[src/rtl/operand_loader.sv]
// Steers a framed valid/ready word stream onto five operand FIFO write ports.
// Tracks per-FIFO occupancy from the consumer's read enables, so a FIFO is never overfilled.
module operand_loader #(
  parameter int DATA_W = 32,
  parameter int DEPTH  = 128,
  parameter int OCC_W  = 8
) (
  input  logic              clka,
  input  logic              rstn,
  input  logic              s_valid,
  output logic              s_ready,
  input  logic [DATA_W-1:0] s_data,
  output logic [DATA_W-1:0] din_0,
  output logic [DATA_W-1:0] din_1,
  output logic [DATA_W-1:0] din_2,
  output logic [DATA_W-1:0] din_3,
  output logic [DATA_W-1:0] din_4,
  output logic              wr_en_0,
  output logic              wr_en_1,
  output logic              wr_en_2,
  output logic              wr_en_3,
  output logic              wr_en_4,
  input  logic              rd_en_0,
  input  logic              rd_en_1,
  input  logic              rd_en_2,
  input  logic              rd_en_3,
  input  logic              rd_en_4,
  output logic [4:0]        loaded_mask,
  output logic              frame_done,
  output logic              err_sel,
  input  logic              clr,
  output logic              busy,
  output logic [1:0]        dbg_state
);

  // Handshake: a word moves on any cycle where s_valid & s_ready; s_ready never looks at s_valid.
  typedef enum logic [1:0] {HDR = 2'd0, LOAD = 2'd1, DROP = 2'd2} state_t;

  state_t            state, state_nxt;
  logic [2:0]        sel_q;
  logic [6:0]        rem_q;
  logic [DATA_W-1:0] din_q [5];
  logic [4:0]        wr_en_q;
  logic [OCC_W-1:0]  occ [5];
  logic [4:0]        rd_en_v, inc_v, dec_v, set_mask;
  logic [7:0]        full_v;
  logic [2:0]        hdr_sel;
  logic              accept, hdr_acc, load_acc, last_word;

  assign rd_en_v   = {rd_en_4, rd_en_3, rd_en_2, rd_en_1, rd_en_0};
  assign hdr_sel   = s_data[2:0];
  assign s_ready   = (state != LOAD) | ~full_v[sel_q];
  assign accept    = s_valid & s_ready;
  assign hdr_acc   = accept & (state == HDR);
  assign load_acc  = accept & (state == LOAD);
  assign last_word = (rem_q == 7'd0);

  always_comb begin
    full_v   = '0;
    inc_v    = '0;
    dec_v    = '0;
    set_mask = '0;
    for (int k = 0; k < 5; k++) begin
      full_v[k]   = (occ[k] == OCC_W'(DEPTH));
      inc_v[k]    = load_acc & (sel_q == 3'(k));
      dec_v[k]    = rd_en_v[k] & (occ[k] != '0);
      set_mask[k] = inc_v[k] & last_word;
    end
  end

  always_comb begin
    state_nxt = state;
    case (state)
      HDR:     if (accept) state_nxt = (hdr_sel <= 3'd4) ? LOAD : DROP;
      LOAD:    if (accept && last_word) state_nxt = HDR;
      DROP:    if (accept && last_word) state_nxt = HDR;
      default: state_nxt = HDR;
    endcase
  end

  always_ff @(posedge clka or negedge rstn) begin
    if (!rstn) state <= HDR;
    else       state <= state_nxt;
  end

  always_ff @(posedge clka or negedge rstn) begin
    if (!rstn) begin
      sel_q       <= '0;
      rem_q       <= '0;
      wr_en_q     <= '0;
      frame_done  <= 1'b0;
      loaded_mask <= '0;
      err_sel     <= 1'b0;
      for (int k = 0; k < 5; k++) din_q[k] <= '0;
    end else begin
      wr_en_q    <= inc_v;
      frame_done <= load_acc & last_word;
      if (hdr_acc) begin
        sel_q <= hdr_sel;
        rem_q <= s_data[14:8];
      end else if (accept && !last_word) begin
        rem_q <= rem_q - 7'd1;
      end
      for (int k = 0; k < 5; k++)
        if (inc_v[k]) din_q[k] <= s_data;
      // A same-cycle clear wins over a set.
      loaded_mask <= clr ? 5'd0 : (loaded_mask | set_mask);
      err_sel     <= ~clr & (err_sel | (hdr_acc & (hdr_sel > 3'd4)));
    end
  end

  // Occupancy counts reserved slots: bumped on acceptance, before the write lands.
  always_ff @(posedge clka or negedge rstn) begin
    if (!rstn) begin
      for (int k = 0; k < 5; k++) occ[k] <= '0;
    end else begin
      for (int k = 0; k < 5; k++) begin
        if (inc_v[k] && !dec_v[k])      occ[k] <= occ[k] + 1'b1;
        else if (dec_v[k] && !inc_v[k]) occ[k] <= occ[k] - 1'b1;
      end
    end
  end

  assign din_0     = din_q[0];
  assign din_1     = din_q[1];
  assign din_2     = din_q[2];
  assign din_3     = din_q[3];
  assign din_4     = din_q[4];
  assign wr_en_0   = wr_en_q[0];
  assign wr_en_1   = wr_en_q[1];
  assign wr_en_2   = wr_en_q[2];
  assign wr_en_3   = wr_en_q[3];
  assign wr_en_4   = wr_en_q[4];
  assign busy      = (state != HDR);
  assign dbg_state = state;

endmodule

[config.mk]
export PLATFORM = sky130hd
export DESIGN_NAME = operand_loader
export DESIGN_NICKNAME = d
export VERILOG_FILES = /design/src/rtl/operand_loader.sv
export SDC_FILE = /design/constraint.sdc
export NUM_CORES = 1
export LEC_CHECK = 0
export CORE_ASPECT_RATIO = 0.9
export CORE_MARGIN = 2
export CORE_UTILIZATION = 35
export CTS_CLUSTER_SIZE = 16
export DETAILED_ROUTE_END_ITERATION = 10
export PLACE_DENSITY = 0.66
export SYNTH_ARGS = -nofsm -noshare
export SYNTH_HDL_FRONTEND = slang
export SYNTH_SLANG_ARGS = --single-unit
[constraint.sdc]
create_clock -name clka -period 8 [get_ports clka]
set_clock_uncertainty 0.05 [all_clocks]
set_input_delay 2.4 -clock clka [delete_from_list [all_inputs] [get_ports clka]]
set_output_delay 2.4 -clock clka [all_outputs]
set_load 0.1 [all_outputs]
==> results of run 1 <==
## sequential cells by signal, summed over array words and instances (netlist names), 5 cells and up
name / flops
din_4: 32
occ: 40
loaded_mask: 5
wr_en_q: 5
din_1: 32
din_2: 32
din_3: 32
din_0: 32
rem_q: 7
## stage by stage
stage	hold WS, ps	setup slack (ps)	area (µm²)	instances	util
finish	429.5	2421	13630	1398	0.4711
global route	454.1	2148	13630	1398	0.4711
CTS	435.9	2362	13630	1398	0.4711
detailed placement	422.5	1915	12820	1357	0.4429
global placement	410.4	1958	12820	1357	0.4429
floorplan	400.4	2859	10290	767	-
## cell type report
cell class,count,area share
flip-flops and latches,224,0.4112
multi-input cells,497,0.3244
repair buffers,222,0.1632
clock buffers,33,0.05103
well taps,396,0.03634
clock inverters,8,0.008902
inverters,18,0.004956
## worst min-delay path, stage by stage (launching register included)
cell	delay, ps
dfrtp_1	340
nand2_1	50
nand2_1	50
## worst max path at each step
stage	startpoint	endpoint	slack [ps]	cells after the start
after floorplan	s_valid	occ[7]	2860	15
after global placement	s_valid	occ[31]	1960	14
after detailed placement	s_valid	occ[31]	1910	14
after CTS	occ[27]	s_ready	2360	7
after global routing	s_valid	occ[31]	2150	14
final	occ[27]	s_ready	2420	7
## layer usage
metal  global-route usage  up-vias  wire (µm)
li1                     -     3187          -
met1               0.2191     3340      11090
met2               0.2491      191      10650
met3              0.04898       29       1975
met4              0.03002        0        479
met5                    0        -          0
## logic make-up after synthesis
family          Yosys count
xor+xnor                 35
simple gates            140
fa+ha+maj                43
buf+inv                  46
compound gates          114
flops                   224
mux                     165
## placed cells by master, fill, tap and decap left out, drive strengths merged, types with 3 or more instances in the layout
cell             n
nor2            28
xor2            20
a22oi            4
o21ba            5
a21o            12
fa               5
clkdlybuf4s50  215
xnor2           15
inv             19
nor3            19
bufinv           3
a21oi           27
o21ai           38
o211ai           9
mux2           165
o21bai           5
clkbuf          33
nor4             6
and3             6
nand2           57
nand3           11
clkinv           3
ha              38
buf              7
dfrtp          224
## cell usage after synthesis, drive strengths merged (4+ instances only)
| master | instances | share of area |
|---|---|---|
| nor3 | 19 | 0.0092 |
| o21bai | 5 | 0.0036 |
| o21ba | 5 | 0.0049 |
| a22oi | 4 | 0.0029 |
| fa | 5 | 0.0097 |
| nor2 | 28 | 0.010 |
| nand3 | 11 | 0.0053 |
| nand2 | 57 | 0.021 |
| and3 | 6 | 0.0036 |
| dfrtp | 224 | 0.54 |
| buf | 19 | 0.017 |
| clkbuf | 9 | 0.0033 |
| mux2 | 165 | 0.20 |
| o211ai | 9 | 0.0079 |
| ha | 38 | 0.046 |
| o21ai | 38 | 0.019 |
| a21o | 12 | 0.0088 |
| xor2 | 20 | 0.017 |
| nor4 | 6 | 0.0055 |
| a21oi | 27 | 0.014 |
| xnor2 | 15 | 0.013 |
| inv | 18 | 0.0066 |
==> metrics.md, run 1 <==
| Metric | Value |
|---|---|
| Die height | between 150 and 200 µm |
| Synth cell types | between 50 and 60 |
| Number of antenna violations at the first check in global routing | 0 |
| DR iter-0 viols | between 200 and 250 |
| Worst Path Max Fanout | 7 |
| 1st-pass router iterations | 4 |
| CP Buf/Inv Count | 1 |
| Max Freq | 179.2 MHz |
| Largest family of logic cells by synthesized area | multiplexers |
| Clock Sinks | between 200 and 250 |
| Outcome | completed |
| Worst-path cell chain | nor4_2 -> a41oi_2 -> a21oi_4 -> nand2_1 -> nand2_1 -> nand2_1 -> clkdlybuf4s50_1 |
| Post-synth EDFFs | 0 |
| Drc violations | 0 |
| Core area | 28,940 µm² |
| Gp weighted congestion | between 0.8 and 0.9 |
| Final period util | 0.6974 |
| Detailed Place HPWL | ~16,000 µm |
| Vias/cell | a little under 5 |
| Pins over their slew limit | 0 |
| Reg2reg path depth | 14 |
| Mapped Avg Cell Area | roughly 13 µm² |
| Post-Synth Adder-Cell Area | 0.05591 |
| Largest net degree at the start of global routing | approximately 130 |
| Ant diodes | 0 |
| Clk pin slew, worst setup/hold paths | around 60 ps |
| Gr ovfl total | 0 |
| Post_cts resized | 0 |
| Worst R2R Setup Slack | about 3600 ps |
| Final ANT Viol Nets | 0 |
| Synth Area in Compound Gates | 0.07839 |
| Hold_buf cts | 0 |
| Maximum capacitance violations | 0 |
| Via count | approximately 6,700 |
| Area occupied by multi-input gates | 4423 µm² |
| WL/cell | 17.30 µm |
| Synth warnings | 0 |
| Skew-Pair Late Insertion Delay | between 500 and 600 ps |
| Slowest stage delay, CP | roughly 990 ps |
| Layout cell share with drive strength beyond 1 | 0.2305 |
| Nature of the critical path endpoint | output pin |
| Mapped cell area | slightly above 10,000 µm² |
| Initial core utilization | 0.3558 |
| Root Buffer | clkbuf_16 |
| Worst Hold Path Cells | 2 |
| Minimum clock period | between 5000 and 6000 ps |
| Vias in the first global route | between 6,000 and 7,000 |
| Total CTS buffers | 25 |
| Simple-Gate Fraction of Synth Area | 0.06393 |
| Crit path kind | reg2out |
| Crit-path slowest cell | clkdlybuf4s50_1 |
| Async SR Flop Fraction | 1.000 |
| CTS tree | done |
| CP Data Required Time | ~5600 ps |
| Most frequent CP cell | nand2_1 |
| Cells after Synth | about 770 |
| Sequential area share after synthesis | 0.5445 |
| Reg area | roughly 5600 µm² |
| Max_slew headroom | 0.2924 |
| Buffers added on ports | about 220 |
| Die area | roughly 30,000 µm² |
| Fillcell total | 2,635 |
| H-tree levels | 1 |
| Postcts setup bufs | 0 |
| Delay-heaviest family, CP | buffers and inverters |
| Final nets | roughly 1,100 |
| Io pins | roughly 220 |
| Critical Path Source Type | flip-flop |
| RSZ-0062 raised after global routing | no |
| Worst min-delay path class | reg2reg |
| CTS Buffer Depth | 3 |
| Count of final setup violators | 0 |
| XOR/XNOR Fraction of Synth Area | 0.02978 |
| Slew @ Worst Pin | ~1100 ps |
| Routed WL | approximately 24,000 µm |
| Area delta synth->final | 32.43% |
| Syn Nets | around 850 |
| Critical R2R Capture | occ[31] |
| Reg2reg start | occ[27] |
| Hold wc startpoint | din_1[1] |
| Flops & latches, synth | 224 |
| Multiplexer share of the synthesized area | 0.2009 |
| Arr. time, crit path | 3130 ps |
| Global-route wire length before repair | just under 40,000 µm |
| Row cnt | slightly below 60 |
| Die width | about 180 µm |
| Final hold violation count | 0 |
| Fin Setup TNS | 0 ps |
| Hold EP | din_1[1] |
| Total GRT Usage | 0.1591 |
| Post-synth top flop | dfrtp_1 |
Power of run 1 is not shown: default switching activity piles up to over one toggle a cycle in this logic, so the estimate is an artifact.
==> inputs of run 2 (changes only) <==
--- a/config.mk
+++ b/config.mk
@@ -10,7 +10,7 @@
 export CORE_UTILIZATION = 35
 export CTS_CLUSTER_SIZE = 16
 export DETAILED_ROUTE_END_ITERATION = 10
-export PLACE_DENSITY = 0.66
+export PLACE_DENSITY = 0.69
 export SYNTH_ARGS = -nofsm -noshare
 export SYNTH_HDL_FRONTEND = slang
 export SYNTH_SLANG_ARGS = --single-unit
==> constraint.sdc (replaced) <==
create_clock -name clka -period 4.6 [get_ports clka]
set_clock_uncertainty 0.05 [all_clocks]
set_input_delay 1.38 -clock clka [delete_from_list [all_inputs] [get_ports clka]]
set_output_delay 1.38 -clock clka [all_outputs]
set_load 0.1 [all_outputs]
==> run 2 against run 1 <==
Against the previous run: final cell count is 0.50% higher; critical path depth grew 6; first-iteration DRC count fell by 6.4%; setup slack lost 1800 ps; flip-flop and latch count unchanged; non-clock buffer count increased by 4; largest cell class unchanged.
==> metrics.md, run 2 (synthesis results as in run 1) <==
| Metric | Value |
|---|---|
| Crit-path slowest cell | clkdlybuf4s50_1 |
| Count of final setup violators | 0 |
| Nature of the critical path endpoint | flip-flop |
| Vias/cell | 4.826 |
| Ant diodes | 0 |
| Initial core utilization | 0.3558 |
| Max Freq | around 250 MHz |
| Number of antenna violations at the first check in global routing | 0 |
| Vias in the first global route | 7,023 |
| Global-route wire length before repair | around 40,000 µm |
| Commonest non-fill, non-tap cell in the layout | dfrtp_1 |
| CTS Buffer Depth | 3 |
| Slowest stage delay, CP | between 500 and 600 ps |
| Reg2reg start | dbg_state[1] |
| WHS | approximately 440 ps |
| WL/cell | 17.43 µm |
| Routed WL | between 20,000 and 25,000 µm |
| Post-route design area | about 14,000 µm² |
| Gr ovfl total | 0 |
| Final nets | between 1,000 and 1,500 |
| 1st-pass router iterations | 4 |
| Most frequent CP cell | ha_1 |
| Max reg flops | 40 |
| Skew-Pair Late Insertion Delay | between 500 and 600 ps |
| Crit path kind | in2reg |
| Total CTS buffers | 25 |
| Critical R2R Capture | occ[15] |
| Die height | between 150 and 200 µm |
| Area delta synth->final | 32.88% |
| Core area | a little under 30,000 µm² |
| Clock Sinks | between 200 and 250 |
| Postcts setup bufs | 0 |
| CP Buf/Inv Count | 2 |
| Fillcell total | between 2,000 and 3,000 |
| H-tree levels | 1 |
| Fin Setup TNS | 0 ps |
| Critical Path Source Type | input port |
| Final period util | 0.8649 |
| Worst R2R Setup Slack | 850 ps |
| Die width | between 150 and 200 µm |
| Most frequent cells in the layout | 224 x dfrtp_1, 213 x clkdlybuf4s50_1, 109 x mux2_2 |
| DR iter-0 viols | about 220 |
| Outcome | completed |
| Hold_buf cts | 0 |
| Via count | 6,780 |
| Gp weighted congestion | between 0.8 and 0.9 |
| Drc violations | 0 |
| Die area | approximately 30,000 µm² |
| Final hold violation count | 0 |
| RSZ-0062 raised after global routing | no |
| Reg2reg path depth | 15 |
| Minimum clock period | 3978 ps |
| Post_cts resized | 0 |
| Placed Area | between 10,000 and 15,000 µm² |
| Slew @ Worst Pin | ~1100 ps |
| Root Buffer | clkbuf_16 |
| Worst min-delay path class | reg2reg |
| Worst-path cell chain | clkdlybuf4s50_1 -> nor2b_1 -> nand3b_1 -> a211oi_4 -> ha_1 -> inv_1 -> ha_1 -> a21o_1 -> a21oi_1 -> o211ai_1 -> and3_1 -> o21ba_2 -> xor2_1 |
| Total GRT Usage | 0.1614 |
| Hold EP | occ[7] |
| Delay-heaviest family, CP | compound AO/OA/AOI/OAI gates |
| Layout cell share with drive strength beyond 1 | 0.2379 |
| Detailed Place HPWL | approximately 16,000 µm |
| CP Data Required Time | 4960 ps |
| CTS tree | done |
| Final ANT Viol Nets | 0 |
| Pins over their slew limit | 0 |
| Io pins | between 200 and 250 |
| Worst Path Max Fanout | 7 |
| Largest net degree at the start of global routing | 86 |
| Hold wc startpoint | occ[7] |
| Maximum capacitance violations | 0 |
| Max_slew headroom | 0.2596 |
| Worst Hold Path Cells | 1 |
| Top reg by flops | occ |
| Row cnt | between 50 and 60 |
| Arr. time, crit path | between 4000 and 5000 ps |
| Buffers added on ports | between 200 and 250 |
| Clk pin slew, worst setup/hold paths | approximately 60 ps |
[run 2: cell type report]
cell class / count / area (µm²) / share of cell area
clock inverters: 11 / 142.6 / 0.01043
inverters: 18 / 67.56 / 0.004939
clock buffers: 33 / 695.7 / 0.05086
repair buffers: 226 / 2250 / 0.1645
flip-flops and latches: 224 / 5605 / 0.4098
well taps: 396 / 495.5 / 0.03622
multi-input cells: 497 / 4423 / 0.3233
[run 2: worst reg2reg max path, cell delays in order (launching register included)]
cell and delay [ps]:
dfrtp_1 390, inv_1 90, ha_1 430, inv_1 200
nor2_1 230, nand3_1 150, a311oi_4 260, ha_1 230
inv_1 150, ha_1 300, a21o_1 170, a21oi_1 260
o211ai_1 180, and3_1 200, o21ba_2 210, xor2_1 130
[run 2: worst max path at each step]
| stage | start | cells past startpoint | endpoint |
|---|---|---|---|
| after floorplan | dbg_state[0] | 16 | occ[15] |
| after global placement | s_valid | 14 | occ[31] |
| after detailed placement | s_valid | 13 | occ[39] |
| after CTS | s_valid | 13 | occ[39] |
| after global routing | s_valid | 13 | occ[39] |
| final | s_valid | 13 | occ[39] |
[run 2: through the flow]
| stage | setup WS, ps | instances | utilization |
|---|---|---|---|
| after floorplan | 449.3 | 767 | - |
| after global placement | 193.6 | 1361 | 0.4437 |
| after detailed placement | 104.3 | 1361 | 0.4437 |
| after CTS | 673.3 | 1405 | 0.4727 |
| after global routing | 434.7 | 1405 | 0.4727 |
| final | 621.5 | 1405 | 0.4727 |
[run 2: layer usage]
layer / GRT usage / part of all wire / up-vias
met4: 0.04037 / 0.026 / 0
met2: 0.2576 / 0.45 / 177
met5: 0 / 0 / -
li1: - / - / 3189
met3: 0.04395 / 0.068 / 38
met1: 0.2174 / 0.46 / 3376
Power of run 2 is left out for the same reason.
